**src/rtl/lockstep_align.sv**
```systemverilog
// Pairs core A/B writebacks from per-core FIFOs and releases them together; orphans are forced out after TIMEOUT.
// Outputs are registered: one cycle after both heads exist; stall_*_o is asserted when a FIFO is full, and a write while full is dropped with ovf_o.
module lockstep_align #(
  parameter int ADDR_WIDTH = 5,
  parameter int DATA_WIDTH = 32,
  parameter int DEPTH      = 4,
  parameter int TIMEOUT    = 8
) (
  input  logic                  clk_i,
  input  logic                  rst_i,
  input  logic                  flush_i,
  input  logic                  we_a_i,
  input  logic [ADDR_WIDTH-1:0] addr_a_i,
  input  logic [DATA_WIDTH-1:0] data_a_i,
  input  logic                  we_b_i,
  input  logic [ADDR_WIDTH-1:0] addr_b_i,
  input  logic [DATA_WIDTH-1:0] data_b_i,
  output logic                  stall_a_o,
  output logic                  stall_b_o,
  output logic                  we_a_o,
  output logic [ADDR_WIDTH-1:0] addr_a_o,
  output logic [DATA_WIDTH-1:0] data_a_o,
  output logic                  we_b_o,
  output logic [ADDR_WIDTH-1:0] addr_b_o,
  output logic [DATA_WIDTH-1:0] data_b_o,
  output logic                  timeout_o,
  output logic                  ovf_o
);
  localparam int PW = $clog2(DEPTH);
  localparam int CW = PW + 1;
  localparam int SW = $clog2(TIMEOUT + 1);
  localparam int EW = ADDR_WIDTH + DATA_WIDTH;

  logic [EW-1:0] mem_a_q [DEPTH];
  logic [EW-1:0] mem_b_q [DEPTH];
  logic [PW-1:0] wr_a_q, wr_a_d, rd_a_q, rd_a_d;
  logic [PW-1:0] wr_b_q, wr_b_d, rd_b_q, rd_b_d;
  logic [CW-1:0] cnt_a_q, cnt_a_d, cnt_b_q, cnt_b_d;
  logic [SW-1:0] skew_q, skew_d;

  logic                  we_a_q, we_a_d, we_b_q, we_b_d;
  logic [ADDR_WIDTH-1:0] addr_a_q, addr_a_d, addr_b_q, addr_b_d;
  logic [DATA_WIDTH-1:0] data_a_q, data_a_d, data_b_q, data_b_d;
  logic                  timeout_q, timeout_d, ovf_q, ovf_d;

  logic          ne_a, ne_b, full_a, full_b, orphan, tmo, pair;
  logic          push_a, push_b, ovf_hit;
  logic [EW-1:0] head_a, head_b;

  assign ne_a    = (cnt_a_q != '0);
  assign ne_b    = (cnt_b_q != '0);
  assign full_a  = (cnt_a_q == CW'(DEPTH));
  assign full_b  = (cnt_b_q == CW'(DEPTH));
  assign orphan  = ne_a ^ ne_b;
  // Only a genuine orphan times out; if the partner landed as the counter saturated, it pairs normally.
  assign tmo     = orphan && (skew_q == SW'(TIMEOUT));
  assign pair    = ne_a && ne_b && !flush_i;
  assign push_a  = we_a_i && !full_a && !flush_i && !tmo;
  assign push_b  = we_b_i && !full_b && !flush_i && !tmo;
  assign ovf_hit = (we_a_i && full_a) || (we_b_i && full_b);
  assign head_a  = mem_a_q[rd_a_q];
  assign head_b  = mem_b_q[rd_b_q];

  always_comb begin
    wr_a_d    = wr_a_q;
    rd_a_d    = rd_a_q;
    cnt_a_d   = cnt_a_q;
    wr_b_d    = wr_b_q;
    rd_b_d    = rd_b_q;
    cnt_b_d   = cnt_b_q;
    skew_d    = skew_q;
    we_a_d    = 1'b0;
    addr_a_d  = '0;
    data_a_d  = '0;
    we_b_d    = 1'b0;
    addr_b_d  = '0;
    data_b_d  = '0;
    timeout_d = 1'b0;
    ovf_d     = 1'b0;
    if (flush_i || tmo) begin
      wr_a_d  = '0;
      rd_a_d  = '0;
      cnt_a_d = '0;
      wr_b_d  = '0;
      rd_b_d  = '0;
      cnt_b_d = '0;
      skew_d  = '0;
      if (!flush_i) begin
        timeout_d = 1'b1;
        ovf_d     = ovf_hit;
        we_a_d    = ne_a;
        we_b_d    = ne_b;
        if (ne_a) {addr_a_d, data_a_d} = head_a;
        if (ne_b) {addr_b_d, data_b_d} = head_b;
      end
    end else begin
      ovf_d = ovf_hit;
      if (pair) begin
        we_a_d               = 1'b1;
        we_b_d               = 1'b1;
        {addr_a_d, data_a_d} = head_a;
        {addr_b_d, data_b_d} = head_b;
        rd_a_d               = rd_a_q + PW'(1);
        rd_b_d               = rd_b_q + PW'(1);
      end
      if (push_a) wr_a_d = wr_a_q + PW'(1);
      if (push_b) wr_b_d = wr_b_q + PW'(1);
      cnt_a_d = cnt_a_q + CW'(push_a) - CW'(pair);
      cnt_b_d = cnt_b_q + CW'(push_b) - CW'(pair);
      if (!orphan) skew_d = '0;
      else if (skew_q != SW'(TIMEOUT)) skew_d = skew_q + SW'(1);
    end
  end

  always_ff @(posedge clk_i) begin
    if (rst_i) begin
      wr_a_q    <= '0;
      rd_a_q    <= '0;
      cnt_a_q   <= '0;
      wr_b_q    <= '0;
      rd_b_q    <= '0;
      cnt_b_q   <= '0;
      skew_q    <= '0;
      we_a_q    <= 1'b0;
      addr_a_q  <= '0;
      data_a_q  <= '0;
      we_b_q    <= 1'b0;
      addr_b_q  <= '0;
      data_b_q  <= '0;
      timeout_q <= 1'b0;
      ovf_q     <= 1'b0;
    end else begin
      wr_a_q    <= wr_a_d;
      rd_a_q    <= rd_a_d;
      cnt_a_q   <= cnt_a_d;
      wr_b_q    <= wr_b_d;
      rd_b_q    <= rd_b_d;
      cnt_b_q   <= cnt_b_d;
      skew_q    <= skew_d;
      we_a_q    <= we_a_d;
      addr_a_q  <= addr_a_d;
      data_a_q  <= data_a_d;
      we_b_q    <= we_b_d;
      addr_b_q  <= addr_b_d;
      data_b_q  <= data_b_d;
      timeout_q <= timeout_d;
      ovf_q     <= ovf_d;
    end
  end

  // Storage needs no reset: entries are only read while the count covers them.
  always_ff @(posedge clk_i) begin
    if (push_a) mem_a_q[wr_a_q] <= {addr_a_i, data_a_i};
    if (push_b) mem_b_q[wr_b_q] <= {addr_b_i, data_b_i};
  end

  assign stall_a_o = full_a;
  assign stall_b_o = full_b;
  assign we_a_o    = we_a_q;
  assign addr_a_o  = addr_a_q;
  assign data_a_o  = data_a_q;
  assign we_b_o    = we_b_q;
  assign addr_b_o  = addr_b_q;
  assign data_b_o  = data_b_q;
  assign timeout_o = timeout_q;
  assign ovf_o     = ovf_q;

endmodule
```
**config.mk**
```make
export PLATFORM = sky130hd
export DESIGN_NAME = lockstep_align
export DESIGN_NICKNAME = d
export VERILOG_FILES = /design/src/rtl/lockstep_align.sv
export SDC_FILE = /design/constraint.sdc
export NUM_CORES = 1
export LEC_CHECK = 0
export BUFFER_PORTS_ARGS = -buffer_cell sky130_fd_sc_hd__buf_2
export CORE_UTILIZATION = 40
export CTS_BUF_LIST = sky130_fd_sc_hd__clkbuf_4 sky130_fd_sc_hd__clkbuf_8
export CTS_CLUSTER_DIAMETER = 150
export DETAILED_ROUTE_END_ITERATION = 6
export PLACE_DENSITY = 0.69
export SETUP_SLACK_MARGIN = 0.2
export SYNTH_ARGS = -nofsm -noshare
export SYNTH_HDL_FRONTEND = slang
export SYNTH_SLANG_ARGS = --single-unit
```
**constraint.sdc**
```tcl
create_clock -name clk_i -period 3.2 [get_ports clk_i]
set_input_delay 0.64 -clock clk_i [delete_from_list [all_inputs] [get_ports clk_i]]
set_output_delay 0.64 -clock clk_i [all_outputs]
set_load 0.05 [all_outputs]
```
Word-level counts from Yosys, hierarchy flattened

Memories as Yosys holds them, arrays and structs flattened. A register that Yosys moved wholly into a read port is not among the register bits.
Index checks and enable logic that the tools add are counted.

Memories kept: 2
Logic and storage cells: 87
Input bits: 79
Bits in writable memories: 296
Flip-flop bits (word level): 96
Output and inout port bits: 80

Reduce and logical (&&, ||, !) cells: 22
Add/subtract/negate cells: 9
Mux-type cells: 32
Bitwise gates (word level): 3
Eq/ne operators: 4

Memories:

| name    | words | width | rd ports | clocked after Yosys merged registers in | write ports | line | source |
|---|---|---|---|---|---|---|---|
| mem_a_q | 4     | 37    | 1        | 1                                       | 1           | 34   | `logic [EW-1:0] mem_a_q [DEPTH];` |
| mem_b_q | 4     | 37    | 1        | 1                                       | 1           | 35   | `logic [EW-1:0] mem_b_q [DEPTH];` |

Operators by type and width:

| operator            | count |
|---|---|
| $mux 32             | 8 |
| $mux 5              | 8 |
| $mux 1              | 12 |
| $logic_and 1x1->1   | 11 |
| $add 2x1->2 const B | 4 |
| $mux 2              | 4 |
| $add 3x1->3         | 2 |
| $eq 3x3->1 const B  | 2 |
| $reduce_bool 3->1   | 2 |
| $sub 3x1->3         | 2 |
| $add 4x1->4 const B | 1 |
| $eq 4x4->1 const B  | 1 |
| $logic_not 1->1     | 4 |
| $ne 4x4->1 const B  | 1 |
| $reduce_or 2->1     | 2 |
| $reduce_or 3->1     | 1 |
| $logic_or 1x1->1    | 2 |
| $not 1->1           | 2 |
| $xor 1x1->1         | 1 |

Depth between registers and ports, before layout

Depth in word-level cells: 7
Gate-level depth with buffers: 12
Depth with buffers taken out: 12

Worst setup path after synthesis

No wires, ideal clock.

Kind: reg-to-reg
Start: reg cnt_b_q[2]
End: reg cnt_b_q[2]
Period minus slack after synthesis: 3252 ps
Stages on the path, launching flop included: 11
Buffers on the path: 0
Arrival time: 3125 ps
Setup time: 128 ps
Path slack: -52 ps
Required time: 3072 ps
Path through: dfxtp_1 > nor3b_1 > nor4_1 > inv_1 > ha_1 > inv_1 > ha_1 > fa_1 > xnor2_1 > xnor2_1 > nor2_1

Longest elaborated chain between the ends: 7
Elaborated cells between the ends (all ways): 15
Those cells by class: add/sub: 2; eq/ne: 1; bitwise: 1; reduce/logical: 11

Ends and longest elaborated chain:

| element                         | line | source |
|---|---|---|
| start: declaration              | 38   | `logic [CW-1:0] cnt_a_q, cnt_a_d, cnt_b_q, cnt_b_d;` |
| start signal: assignment        | 138  | `cnt_b_q <= cnt_b_d;` |
| $eq 3x3->1                      | 53   | `assign full_b = (cnt_b_q == CW'(DEPTH));` |
| named net stall_b_o             | 19   | `output logic stall_b_o,` |
| $logic_not 1->1                 | 59   | `assign push_b = we_b_i && !full_b && !flush_i && !tmo;` |
| $logic_and 1x1->1 (3 in series) | 59   |  |
| $add 3x1->3                     | 109  | `cnt_b_d = cnt_b_q + CW'(push_b) - CW'(pair);` |
| $sub 3x1->3                     | 109  |  |

The timed path passes the listed nets, and every way through them passes these cells.
A chain may end at the register's enable or synchronous reset.

Worst setup path after layout

Start: reg cnt_b_q[0]
End: reg cnt_b_q[2]

Longest elaborated chain between the ends: 7
Elaborated cells between the ends (all ways): 15
Those cells by class: add/sub: 2; eq/ne: 1; bitwise: 1; reduce/logical: 11

Ends and longest elaborated chain:

| element                                                     | line |
|---|---|
| $eq 3x3->1 / $reduce_bool 3->1 (equally long branches)      | 53, 51 |
| $logic_not 1->1 / $xor 1x1->1 (equally long branches)       | 59, 54 |
| $logic_and 1x1->1, on equally long branches                 | 59, 56 |
| $logic_and 1x1->1 / $logic_not 1->1 (equally long branches) | 59 |
| $logic_and 1x1->1                                           | 59 |
| $add 3x1->3                                                 | 109 |
| $sub 3x1->3                                                 | 109 |

Parallel ways exist; a longest one is shown, timed or not.

==> flow_summary.json <==
{
  "status": "complete, no violations",
  "maxCapViolCount": 0,
  "cts.sinks": 396,
  "worstPathCellList": "or3_4 > ha_4 > and4b_1 > nor4_2 > inv_1 > ha_1 > inv_1 > ha_1 > fa_2 > xnor2_2 > xnor2_1 > nor2_1",
  "cp.arrival_ns": 3.29,
  "synthTopCellsByCount": "edfxtp_1, dfxtp_1, nor2b_1",
  "grt_first_pass_wirelength_um": 39400,
  "die_h_um": 189,
  "h-tree-depth": 3,
  "synth.most_common_cell": "edfxtp_1",
  "crit_path_end_kind": "register",
  "drive_gt1_share_pct": 40.9,
  "fmax_ghz": 0.352,
  "wirelength_um": 25200,
  "cts_tree": "yes",
  "synth_xor_area_share_pct": 0.629,
  "crit_slowest_cell": "or3_4",
  "yosysWarnings": 0,
  "ys_top_cells_by_area": "edfxtp_1, dfxtp_1, mux4_2, nor2b_1, ha_1",
  "gp_congestion": 0.724,
  "finalInstanceArea_um2": 16900,
  "synth-compound-area-share_pct": 0.467,
  "r2r_setup_slack_ns": 0.36,
  "tightestPinTransition_ns": 0.671,
  "synth_adder_area_share_pct": 1.64,
  "slew_headroom_pct": 55.3,
  "syn_avg_cell_area_um2": 20.6,
  "portBuffers": 158,
  "synthCells": 676,
  "multi_input_area_um2": 2890,
  "cpPeakStageDelay_ns": 0.43,
  "cp_data_required_time_ns": 3.65,
  "vias": 6692,
  "finalCritPeriodShare_pct": 88.7,
  "async_flop_share_pct": 0,
  "power_density_nw_per_um2": 606,
  "ios": 159,
  "syn_to_final_growth_pct": 21.1,
  "clk_path_buf_depth": 3,
  "clock_skew_ns": 0.0284,
  "synth_seq_cells": 396,
  "place_area_um2": 15500,
  "synth_edf_count": 296,
  "yosysTopAreaCell": "edfxtp_1",
  "start_util_pct": 41.1,
  "clk_pin_slew_ns": 0.06,
  "ys_seq_area_share_pct": 78.2,
  "grt.total_usage_pct": 14.7,
  "cts_made_buffers": 67,
  "holdCritPathClass": "in2reg",
  "finalHoldViolCount": 0,
  "route.detailed.drc": 0,
  "area.sequential_um2": 10900,
  "ant_nets": 0,
  "grt_max_degree": 39,
  "netlist.area_leader.share_pct": 63.8,
  "whs_path_depth": 1,
  "grt_pass1_vias": 7316,
  "antenna_found_initial": 4,
  "clock-root-buffer": "clkbuf_8",
  "synth_top_family_by_area": "multiplexers",
  "muxShareOfSynthArea_pct": 12.0,
  "routedWlPerCell_um": 18.0,
  "synth_area_um2": 13900,
  "worst_r2r_path_depth": 12,
  "power_w": 0.0102,
  "fin_nets": 993,
  "die_area_um2": 35600,
  "die_x_um": 189,
  "ys_dominant_reg_cell": "edfxtp_1",
  "synthSimpleGateAreaFrac_pct": 5.36,
  "ir_worst_vdd_mv": 0.255,
  "dp_hpwl_um": 14700,
  "first_pass_iters": 4,
  "slew_violations": 0,
  "coreArea_um2": 33900,
  "fillCellCount": 2813,
  "rsz0062_at_grt": "no",
  "period_needed_ns": 2.84,
  "setup_viol": 0,
  "start_kind": "register",
  "dr.first_iter.drc_count": 377,
  "grt-ovfl-total": 0,
  "synth_cell_type_count": 33,
  "path_class": "reg2reg",
  "syn-num-nets": 772,
  "rows": 67,
  "clock_latency_ns": 0.59,
  "post_drt_via_cell_ratio": 4.79,
  "crit_path_max_fanout": 3,
  "setup_tns_ns": 0,
  "holdWs_ns": 0.263,
  "p_leak_nw": 5.96
}
-- critical path, delay by kind of cell, from the launching register on --
family,cells,cell delay (ns)
AND/OR/NAND/NOR,4,0.88
adder cells (fa/ha/maj),4,1.09
XOR/XNOR,2,0.30
buffers and inverters,2,0.12
flip-flops,1,0.34
-- layer usage --
metal,vias up,routed length [um],GRT usage [%]
met2,148,13200,25.1
met4,4,471,6.54
met3,37,1320,4.25
met5,-,23,0
li1,3066,-,-
met1,3437,10200,17.2
-- registers in the layout, indices dropped and copies added, names as in the netlist, named ones only --
signal / flops
rd_a_q: 2
we_a_o: 1
ovf_o: 1
addr_a_o: 5
addr_b_o: 5
wr_b_q: 2
timeout_o: 1
mem_b_q: 148
wr_a_q: 2
cnt_a_q: 3
cnt_b_q: 3
skew_q: 4
rd_b_q: 2
mem_a_q: 148
we_b_o: 1
data_a_o: 32
data_b_o: 32
-- stage by stage --
stage | setup WS [ns] | utilization [%] | std cells
floorplan | 0.224 | - | 676
global placement | 0.158 | 45.6 | 1274
detailed placement | 0.0997 | 45.6 | 1274
CTS | 0.242 | 49.7 | 1395
global route | 0.202 | 49.8 | 1396
finish | 0.363 | 49.8 | 1398
-- report_power, final --
group	internal [W]	switching [W]	total (W)	leakage, nW
clock network	0.00249	0.00190	0.00439	0.703
registers	0.00559	0.0000167	0.00560	3.50
logic	0.000110	0.000123	0.000233	1.76
-- what timing repair did --
| item | 4_1_cts | 5_1_grt |
|---|---|---|
| hold buffers | 0 | 0 |
| buffers inserted | 1 | 1 |
| endpoints found under the setup margin | 1 | 1 |
| pin swaps | 3 | 3 |
| gates resized for setup | 5 | 2 |
-- logic make-up (layout without fill, tap and decap cells) --
group | count (synthesis) | count (layout)
muxes | 74 | 74
AOI/OAI and AO/OA | 11 | 11
DFF | 396 | 396
buffers and inverters | 46 | 318
xor gates and xnor gates | 10 | 10
adders and majority gates | 17 | 17
other | 0 | 2
and+or+nand+nor | 122 | 122
-- worst paths after layout --
path / start / endpoint
worst max-delay path: cnt_b_q[0] / cnt_b_q[2]
worst min-delay path: addr_a_i[0] / mem_a_q[1][32]
worst max register to register: cnt_b_q[0] / cnt_b_q[2]
worst min register to register: skew_q[0] / skew_q[0]
-- layout by cell type, fill, tap and decap left out, types with 4 or more instances in the layout --
cell / synthesis / layout
ha_1: 15 / 14
buf_2: 7 / 158
dfxtp_1: 100 / 95
nor2_1: 13 / 13
a21oi_1: 4 / 4
clkbuf_4: 0 / 25
clkbuf_8: 0 / 77
clkinv_1: 0 / 8
xnor2_1: 7 / 6
and2_2: 0 / 8
inv_1: 20 / 20
o21ai_0: 4 / 4
mux4_2: 74 / 74
nor2b_1: 75 / 75
nand3b_1: 4 / 4
and3_1: 4 / 4
buf_12: 0 / 12
buf_4: 8 / 8
edfxtp_1: 296 / 296
dfxtp_2: 0 / 5
clkinvlp_4: 0 / 5
-- final cells by class --
class,instances,share of cell area [%]
flip-flops and latches,396,64.6
multi-input cells,234,17.1
clock buffers,102,7.40
repair buffers,178,6.47
well taps,448,3.32
clock inverters,18,0.593
inverters,20,0.445
diodes,2,0.0297
(Power assumes the default switching activity.)
